===== config.mk =====
export PLATFORM = sky130hd
export DESIGN_NAME = multicycle_control
export DESIGN_NICKNAME = d
export VERILOG_FILES = /design/src/rtl/multicycle_control.sv
export SDC_FILE = /design/constraint.sdc
export NUM_CORES = 1
export LEC_CHECK = 0
export CORE_MARGIN = 4
export CORE_UTILIZATION = 50
export DETAILED_ROUTE_END_ITERATION = 10
export GPL_TIMING_DRIVEN = 1
export MAX_ROUTING_LAYER = met4
export PLACE_DENSITY = 0.81
export RECOVER_POWER = 50
export REMOVE_ABC_BUFFERS = 1
export SETUP_SLACK_MARGIN = 0.4
export SYNTH_ARGS = -nofsm -noshare
export SYNTH_HDL_FRONTEND = slang
export SYNTH_SLANG_ARGS = --single-unit

===== constraint.sdc =====
create_clock -name CLK -period 4.5 [get_ports CLK]
set_clock_uncertainty 0.15 [all_clocks]
set_input_delay 0.675 -clock CLK [delete_from_list [all_inputs] [get_ports CLK]]
set_output_delay 0.675 -clock CLK [all_outputs]
set_load 0.01 [all_outputs]

===== src/rtl/multicycle_control.sv =====
// Multi-cycle LEGv8 control unit: sequences FETCH/DECODE/EXECUTE/MEMORY/WRITEBACK with memory handshakes.
// Optional: define CTRL_ILLEGAL_TRAP_EN to park illegal opcodes in TRAP; otherwise they retire as NOPs.
module multicycle_control #(
  parameter int MEM_TIMEOUT = 15,
  parameter int CNT_W       = 32
) (
  input  logic             CLK,
  input  logic             nReset,
  input  logic [10:0]      OPCode,
  input  logic             InstrValid,
  input  logic             MemReady,
  input  logic             Zero,
  output logic             InstrReq,
  output logic             IRWrite,
  output logic             PCWrite,
  output logic             Reg2Loc,
  output logic             ALUSrc,
  output logic             MemToReg,
  output logic             RegWrite,
  output logic             MemRead,
  output logic             MemWrite,
  output logic             Branch,
  output logic             UncondBranch,
  output logic [1:0]       ALUOP,
  output logic [2:0]       State,
  output logic             Illegal,
  output logic             MemError,
  output logic [CNT_W-1:0] Retired
);

  // states: FETCH 0 | DECODE 1 | EXECUTE 2 | MEMORY 3 | WRITEBACK 4 | TRAP 7 (held until reset)
  typedef enum logic [2:0] {
    S_FETCH = 3'd0, S_DECODE = 3'd1, S_EXECUTE = 3'd2,
    S_MEMORY = 3'd3, S_WRITEBACK = 3'd4, S_TRAP = 3'd7
  } state_t;

  typedef enum logic [2:0] {C_LDUR, C_STUR, C_CBZ, C_B, C_RTYPE, C_ILLEGAL} class_t;

  localparam logic [7:0] WAIT_LAST = 8'(MEM_TIMEOUT - 1);

  state_t           state_q, state_d;
  class_t           cls_q, cls_dec;
  logic [7:0]       wait_q, wait_d;
  logic             illegal_q, mem_error_q;
  logic [CNT_W-1:0] retired_q;
  logic             retire, set_illegal, set_mem_error;
  logic             instr_req, ir_write, pc_write;

  always_comb begin
    cls_dec = C_ILLEGAL;
    casez (OPCode)
      11'b11111000010: cls_dec = C_LDUR;
      11'b11111000000: cls_dec = C_STUR;
      11'b10110100???: cls_dec = C_CBZ;
      11'b000101?????: cls_dec = C_B;
      11'b10001011000, 11'b11001011000, 11'b10001010000,
      11'b10101010000, 11'b11010011011, 11'b11010011010: cls_dec = C_RTYPE;
      default:         cls_dec = C_ILLEGAL;
    endcase
  end

  always_ff @(posedge CLK or negedge nReset) begin
    if (!nReset) begin
      state_q     <= S_FETCH;
      cls_q       <= C_ILLEGAL;
      wait_q      <= '0;
      illegal_q   <= 1'b0;
      mem_error_q <= 1'b0;
      retired_q   <= '0;
    end else begin
      state_q <= state_d;
      wait_q  <= wait_d;
      if (state_q == S_DECODE) cls_q <= cls_dec;
      if (set_illegal) illegal_q <= 1'b1;
      if (set_mem_error) mem_error_q <= 1'b1;
      if (retire) retired_q <= retired_q + CNT_W'(1);
    end
  end

  always_comb begin
    state_d       = state_q;
    wait_d        = wait_q;
    retire        = 1'b0;
    set_illegal   = 1'b0;
    set_mem_error = 1'b0;
    instr_req     = 1'b0;
    ir_write      = 1'b0;
    pc_write      = 1'b0;
    Reg2Loc       = 1'b0;
    ALUSrc        = 1'b0;
    MemToReg      = 1'b0;
    RegWrite      = 1'b0;
    MemRead       = 1'b0;
    MemWrite      = 1'b0;
    Branch        = 1'b0;
    UncondBranch  = 1'b0;
    ALUOP         = 2'b00;
    case (state_q)
      S_FETCH: begin
        instr_req = 1'b1;
        if (InstrValid) begin
          ir_write = 1'b1;
          pc_write = 1'b1;
          state_d  = S_DECODE;
        end
      end
      S_DECODE: begin
        // class register is not loaded yet, so this state decodes OPCode directly
        Reg2Loc = (cls_dec == C_STUR) || (cls_dec == C_CBZ);
        if (cls_dec == C_ILLEGAL) begin
          set_illegal = 1'b1;
`ifdef CTRL_ILLEGAL_TRAP_EN
          state_d = S_TRAP;
`else
          state_d = S_FETCH;
          retire  = 1'b1;
`endif
        end else begin
          state_d = S_EXECUTE;
        end
      end
      S_EXECUTE: begin
        Reg2Loc = (cls_q == C_STUR) || (cls_q == C_CBZ);
        ALUSrc  = (cls_q == C_LDUR) || (cls_q == C_STUR);
        case (cls_q)
          C_LDUR, C_STUR: state_d = S_MEMORY;
          C_CBZ: begin
            ALUOP    = 2'b01;
            Branch   = 1'b1;
            pc_write = Zero;
            state_d  = S_FETCH;
            retire   = 1'b1;
          end
          C_B: begin
            UncondBranch = 1'b1;
            pc_write     = 1'b1;
            state_d      = S_FETCH;
            retire       = 1'b1;
          end
          C_RTYPE: begin
            ALUOP   = 2'b10;
            state_d = S_WRITEBACK;
          end
          default: state_d = S_FETCH;
        endcase
      end
      S_MEMORY: begin
        ALUSrc   = 1'b1;
        MemRead  = (cls_q == C_LDUR);
        MemWrite = (cls_q == C_STUR);
        if (MemReady) begin
          wait_d = '0;
          if (cls_q == C_LDUR) begin
            state_d = S_WRITEBACK;
          end else begin
            state_d = S_FETCH;
            retire  = 1'b1;
          end
        end else if (wait_q == WAIT_LAST) begin
          wait_d        = '0;
          set_mem_error = 1'b1;
          state_d       = S_FETCH;
        end else begin
          wait_d = wait_q + 8'd1;
        end
      end
      S_WRITEBACK: begin
        RegWrite = 1'b1;
        MemToReg = (cls_q == C_LDUR);
        if (cls_q == C_RTYPE) ALUOP = 2'b10;
        state_d = S_FETCH;
        retire  = 1'b1;
      end
      S_TRAP: state_d = S_TRAP;
      default: state_d = S_FETCH;
    endcase
  end

  // FETCH is the reset state, so its outputs are masked while reset is held
  assign InstrReq = instr_req & nReset;
  assign IRWrite  = ir_write & nReset;
  assign PCWrite  = pc_write & nReset;
  assign State    = state_q;
  assign Illegal  = illegal_q;
  assign MemError = mem_error_q;
  assign Retired  = retired_q;

endmodule

* Word-level counts from Yosys, hierarchy flattened
Cells that the tools add are included.
** Operators by class
- Bitwise logic cells :: 3
- Add/sub/neg operators :: 2
- Eq/ne operators :: 25
- Muxes and demuxes :: 37
- Reduce and logical (&&, ||, !) cells :: 9
** Operators with widths (number)
- == test 11 bit (second input constant) :: 8
- adder 32 x 1 -> 32 bit (second input constant) :: 1
- case mux 3 bit (5 select lines) :: 2
- 2-to-1 mux 1 bit :: 19
- 2-to-1 mux 8 bit :: 2
- == test 3 x 2 -> 1 bit (second input constant) :: 5
- == test 3 bit (second input constant) :: 4
- 2-to-1 mux 3 bit :: 4
- == test 3 x 1 -> 1 bit (second input constant) :: 3
- adder 8 x 1 -> 8 bit (second input constant) :: 1
- == test 8 x 4 -> 1 bit (second input constant) :: 1
- == test 8 bit (second input constant) :: 1
- case mux 1 bit (2 select lines) :: 4
- case mux 2 bit (2 select lines) :: 2
- == test 6 x 3 -> 1 bit (second input constant) :: 1
- zero test 3 bit :: 2
- case mux 3 bit (2 select lines) :: 1
- OR reduction 6 bit :: 1
- 2-to-1 mux 2 bit :: 2
- case mux 1 bit (4 select lines) :: 1
- OR reduction 2 bit :: 2
- AND 1 bit :: 3
- logical OR 1 bit :: 3
- != test 3 bit (second input constant) :: 1
- 2 further kinds :: 2
** Word-level totals
- Register bits after elaboration :: 48
- Bits of input ports :: 16
- Word-level logic and storage cells :: 82
- Output and inout port bits :: 50

* Logic depth before layout (Yosys ltp)
- Depth after elaboration :: 6
- Depth in mapped cells :: 8
- Depth with buffers taken out :: 8

* Worst setup path after synthesis
Ideal clock, no wire load.
- Path type :: reg-to-output
- From :: register state_q[2] (netlist: State[2])
- To :: output PCWrite
- Cell stages (with the launch flop) :: 5
- Buffers on the path :: 0
- Arrival :: 1369 ps
- Path slack :: 2306 ps
- Path through :: dfrtp_1 > nand2b_4 > nor4b_4 > o21ai_0 > a21oi_1
** Between the ends
- Cells in the longest elaborated chain, start to end :: 3
- Elaborated cells on any way between the ends :: 4
- Classes of those cells :: 1 x eq/ne; 1 x mux; 1 x bitwise; 1 x reduce/logical
** Ends and longest elaborated chain
- from (decl) :: RTL line 41 : state_t state_q, state_d;
- from (signal assigned) :: RTL line 71 : state_q <= state_d;
- == test 3 x 2 -> 1 bit / zero test 3 bit (equally long branches) :: RTL line 98 : case (state_q)
- case mux 1 bit (2 select lines) (*) :: RTL line 98
- AND 1 bit (*) :: RTL line 182 : assign PCWrite = pc_write & nReset;
- to (decl) :: RTL line 15 : output logic PCWrite,
Every way passes the cells marked *; elsewhere a longest branch is shown, timed or not.

* Worst setup path in the final report
- From :: input OPCode[9]
- To :: output Reg2Loc
** Between the ends
- Cells in the longest elaborated chain, start to end :: 6
- Elaborated cells on any way between the ends :: 16
- Classes of those cells :: 12 x eq/ne; 2 x mux; 2 x reduce/logical
** Ends and longest elaborated chain
- from (decl) :: RTL line 9 : input logic [10:0] OPCode,
- == test 11 bit :: RTL line 51 : casez (OPCode)
- OR reduction 6 bit :: RTL line 51
- case mux 3 bit (5 select lines) (*) :: RTL line 51
- == test 3 x 1 -> 1 bit / == test 3 x 2 -> 1 bit (equally long branches) :: RTL line 109 : Reg2Loc = (cls_dec == C_STUR) || (cls_dec == C_CBZ);
- logical OR 1 bit (*) :: RTL line 109
- case mux 1 bit (2 select lines) (*) :: RTL line 98
- to (decl) :: RTL line 16 : output logic Reg2Loc,
Marks and branches as above.

==> results.tsv <==
stage	metric	value	unit
clock_tree	postCtsHoldBufs	0	
logic_synthesis	yosys-top-cells-area	dfrtp_1 (43%), xnor2_1 (6.9%), xor2_1 (4.3%), nor2_1 (3.5%), nand3_1 (3.4%)	
sta	fin_crit	3.245	ns
global_routing	met3_usage	0.03548	
logic_synthesis	synth-seq-cells	48	
finish	drive_gt1_frac	0.09063	
clock_tree	cts_buffers	5	
floorplan	die-height	80.96	microns
clock_tree	clock_path_buffers	2	
placed_design	pre_cts_slack	1.297	ns
placed_design	port_buffers	65	
logic_synthesis	ys_warn_count	0	
clock_tree	clock-sinks	48	
finish	n_antenna_cell	0	
floorplan	rows	26	
power_and_ir_drop	power.density	286.4	mW/mm^2
logic_synthesis	synth_ff_type	dfrtp_1	
global_routing	gr-usage-met1	0.2397	
finish	layout.nets	349	
critical_path	r2r_end	Retired[31]$_DFFE_PN0P_	
sta	setup_tns	0	ns
critical_path	cp_max_fo	5	
sta	holdWs	0.3108	ns
run_status	violations	max-capacitance violations, max-slew violations	
logic_synthesis	synth_edf_count	0	
logic_synthesis	synth_top_area_cell	dfrtp_1	
worst_hold_path	hold_depth	1	
global_routing	grt_pass1_vias	2082	
drt	wire_per_inst	14.65	microns
critical_path	worst-setup-path-type	in2out	
sta	finalSetupViolCount	0	
global_routing	grt.busiest_layer	met2	
critical_path	arrival	2.42	ns
clock_tree	cts.clk_slew.worst_paths	0.09	ns
worst_hold_path	hold_path_end	MemError$_DFFE_PN0P_	
clock_tree	cts_resized	0	
logic_synthesis	synth_seq_area_share	0.4523	
critical_path	reg2regPathDepth	6	
sta	rsz0062_at_grt	false	
power_and_ir_drop	p_leak	0.001438	uW
drt	wl	5876	microns
logic_synthesis	ys_types	51	
job	maxCapViolations	1	
sta	worst_pin_slew	2.566	ns
logic_synthesis	synthArstFlopShare	1.000	
finish	layout_common_cells	dfrtp_1 (46), clkdlybuf4s50_1 (42), nor2_1 (25)	
sta	drv_slew	49	
drt	remaining_drc_errors	0	
finish	final_common_cell	dfrtp_1	
clock_tree	cts_setup_buffers	0	
floorplan	dieWidth	80.96	microns
logic_synthesis	syn_inst	266	
placed_design	gp_congestion	0.8263	
sta	fmax	308.2	MHz
drt	antenna_left	0	
critical_path	rr_startpoint	State[0]$_DFFE_PN0P_	
finish	area_growth_syn_to_layout	28.82	%
logic_synthesis	syn_area	0.002661	sq mm
clock_tree	cts_htree_levels	2	
global_routing	antenna_found_initial	0	
floorplan	ios	66	
critical_path	critPathCaptureType	output pin	
global_routing	groute.usage.overall	0.1947	
critical_path	start_kind	input port	
global_routing	grt_pass1_wl	9618	microns
critical_path	rrSetupSlack	1.92	ns
clock_tree	cts_tree	done	
global_routing	grt_max_degree	49	
critical_path	crit_required	3.67	ns
drt	via_per_inst	5.564	
floorplan	fp.coreArea	0.005140	sq mm
global_routing	use_met2	0.3309	
clock_tree	cts_root_buffer	clkbuf_8	
worst_hold_path	hp-start	MemError$_DFFE_PN0P_	
worst_hold_path	worstHoldPathType	reg2reg	
finish	finish.utilization	0.6670	
power_and_ir_drop	peakVddDrop	0.1723	mV
sta	finalCritPeriodShare	0.7211	
clock_tree	clk_latency	0.31	ns
drt	num_vias	2231	
floorplan	dieArea	0.006554	sq mm
drt	drtPass1Iterations	4	
sta	slew-limit-headroom	-0.7107	
drt	drt-initial-drc-count	109	
run_status	status	finished, violations left	
global_routing	overflow	0	
logic_synthesis	syn_area_per_cell	10.00	sq um
sta	hold_viol_final	0	
sta	worst_slack	1.255	ns
placed_design	dpl.hpwl	4320	microns
floorplan	start_util	0.5178	
logic_synthesis	synth_top_area_frac	0.4325	
[cells by family after synthesis]
logic type | after synthesis | synth area share
adder cells (fa/ha/maj) | 3 | 0.01411
AO/OA/AOI/OAI | 33 | 0.09074
multiplexers | 1 | 0.003761
AND/OR/NAND/NOR | 133 | 0.2985
buffers and inverters | 14 | 0.02868
flip-flops | 48 | 0.4523
XOR/XNOR | 34 | 0.1119
[cells in the mapped netlist, types with 2 or more instances]
library cell / n
and3_1: 6
inv_1: 5
ha_1: 3
buf_6: 2
nand3_2: 2
and2_1: 7
nand3_1: 18
dfrtp_1: 46
nand2_1: 22
dfstp_2: 2
nand4b_1: 2
nor2b_1: 4
nand4_1: 11
xor2_1: 13
nand2b_1: 4
o2111ai_1: 2
nor3_1: 5
nor4b_1: 2
nor2_1: 25
nor4_1: 5
clkbuf_1: 2
o21ai_0: 12
and4_1: 2
o31ai_1: 2
buf_2: 4
a21oi_1: 5
xnor2_1: 21
nor3_2: 8
o41ai_1: 2
[cell type report]
type	count	area, sq um
inverters	5	18.77
multi-input cells	204	1371
repair buffers	66	649.4
clock inverters	2	15.01
fillers	449	1712
clock buffers	6	82.58
well taps	70	87.58
flip-flops and latches	48	1204
[routing by layer]
layer / up-vias / routed length [microns]
li1: 1074 / -
met1: 1089 / 2566
met2: 61 / 2986
met3: 7 / 256
met4: 0 / 68
met5: - / 0
[power by group]
part	switching (uW)	internal [uW]
logic	107	92.9
registers	42.8	463
clock network	151	125
[registers in the layout (all words and copies together) (netlist names)]
register / count
Retired: 32
wait_q: 8
State: 3
cls_q: 3
Illegal: 1
MemError: 1
[stage by stage]
step | cells | power (uW) | instance area (sq um)
after detailed placement | 393 | 722.3 | 3344
after floorplan | 257 | 610.7 | 2604
after global routing | 401 | 1031 | 3428
after CTS | 401 | 991.8 | 3442
final | 401 | 981.9 | 3428
after global placement | 393 | 717.1 | 3344
[worst max path at each step]
| stage | startpoint | endpoint | slack (ns) | cells after the start |
|---|---|---|---|---|
| after CTS | OPCode[5] | Reg2Loc | 1.31 | 7 |
| after global routing | nReset | Retired[31]$_DFFE_PN0P_ | 1.09 | 2 |
| after floorplan | OPCode[5] | Retired[31]$_DFFE_PN0P_ | 2.20 | 6 |
| after global placement | OPCode[7] | Reg2Loc | 1.34 | 6 |
| final | OPCode[9] | Reg2Loc | 1.26 | 5 |
| after detailed placement | OPCode[5] | Reg2Loc | 1.30 | 7 |
[worst max-delay path, stage by stage]
cell             delay [ns]
dlygate4sd3_1          0.60
nor3b_1                0.32
o211ai_1               0.14
o41ai_1                0.09
clkdlybuf4s50_1        0.60
(Power assumes the default switching activity.)
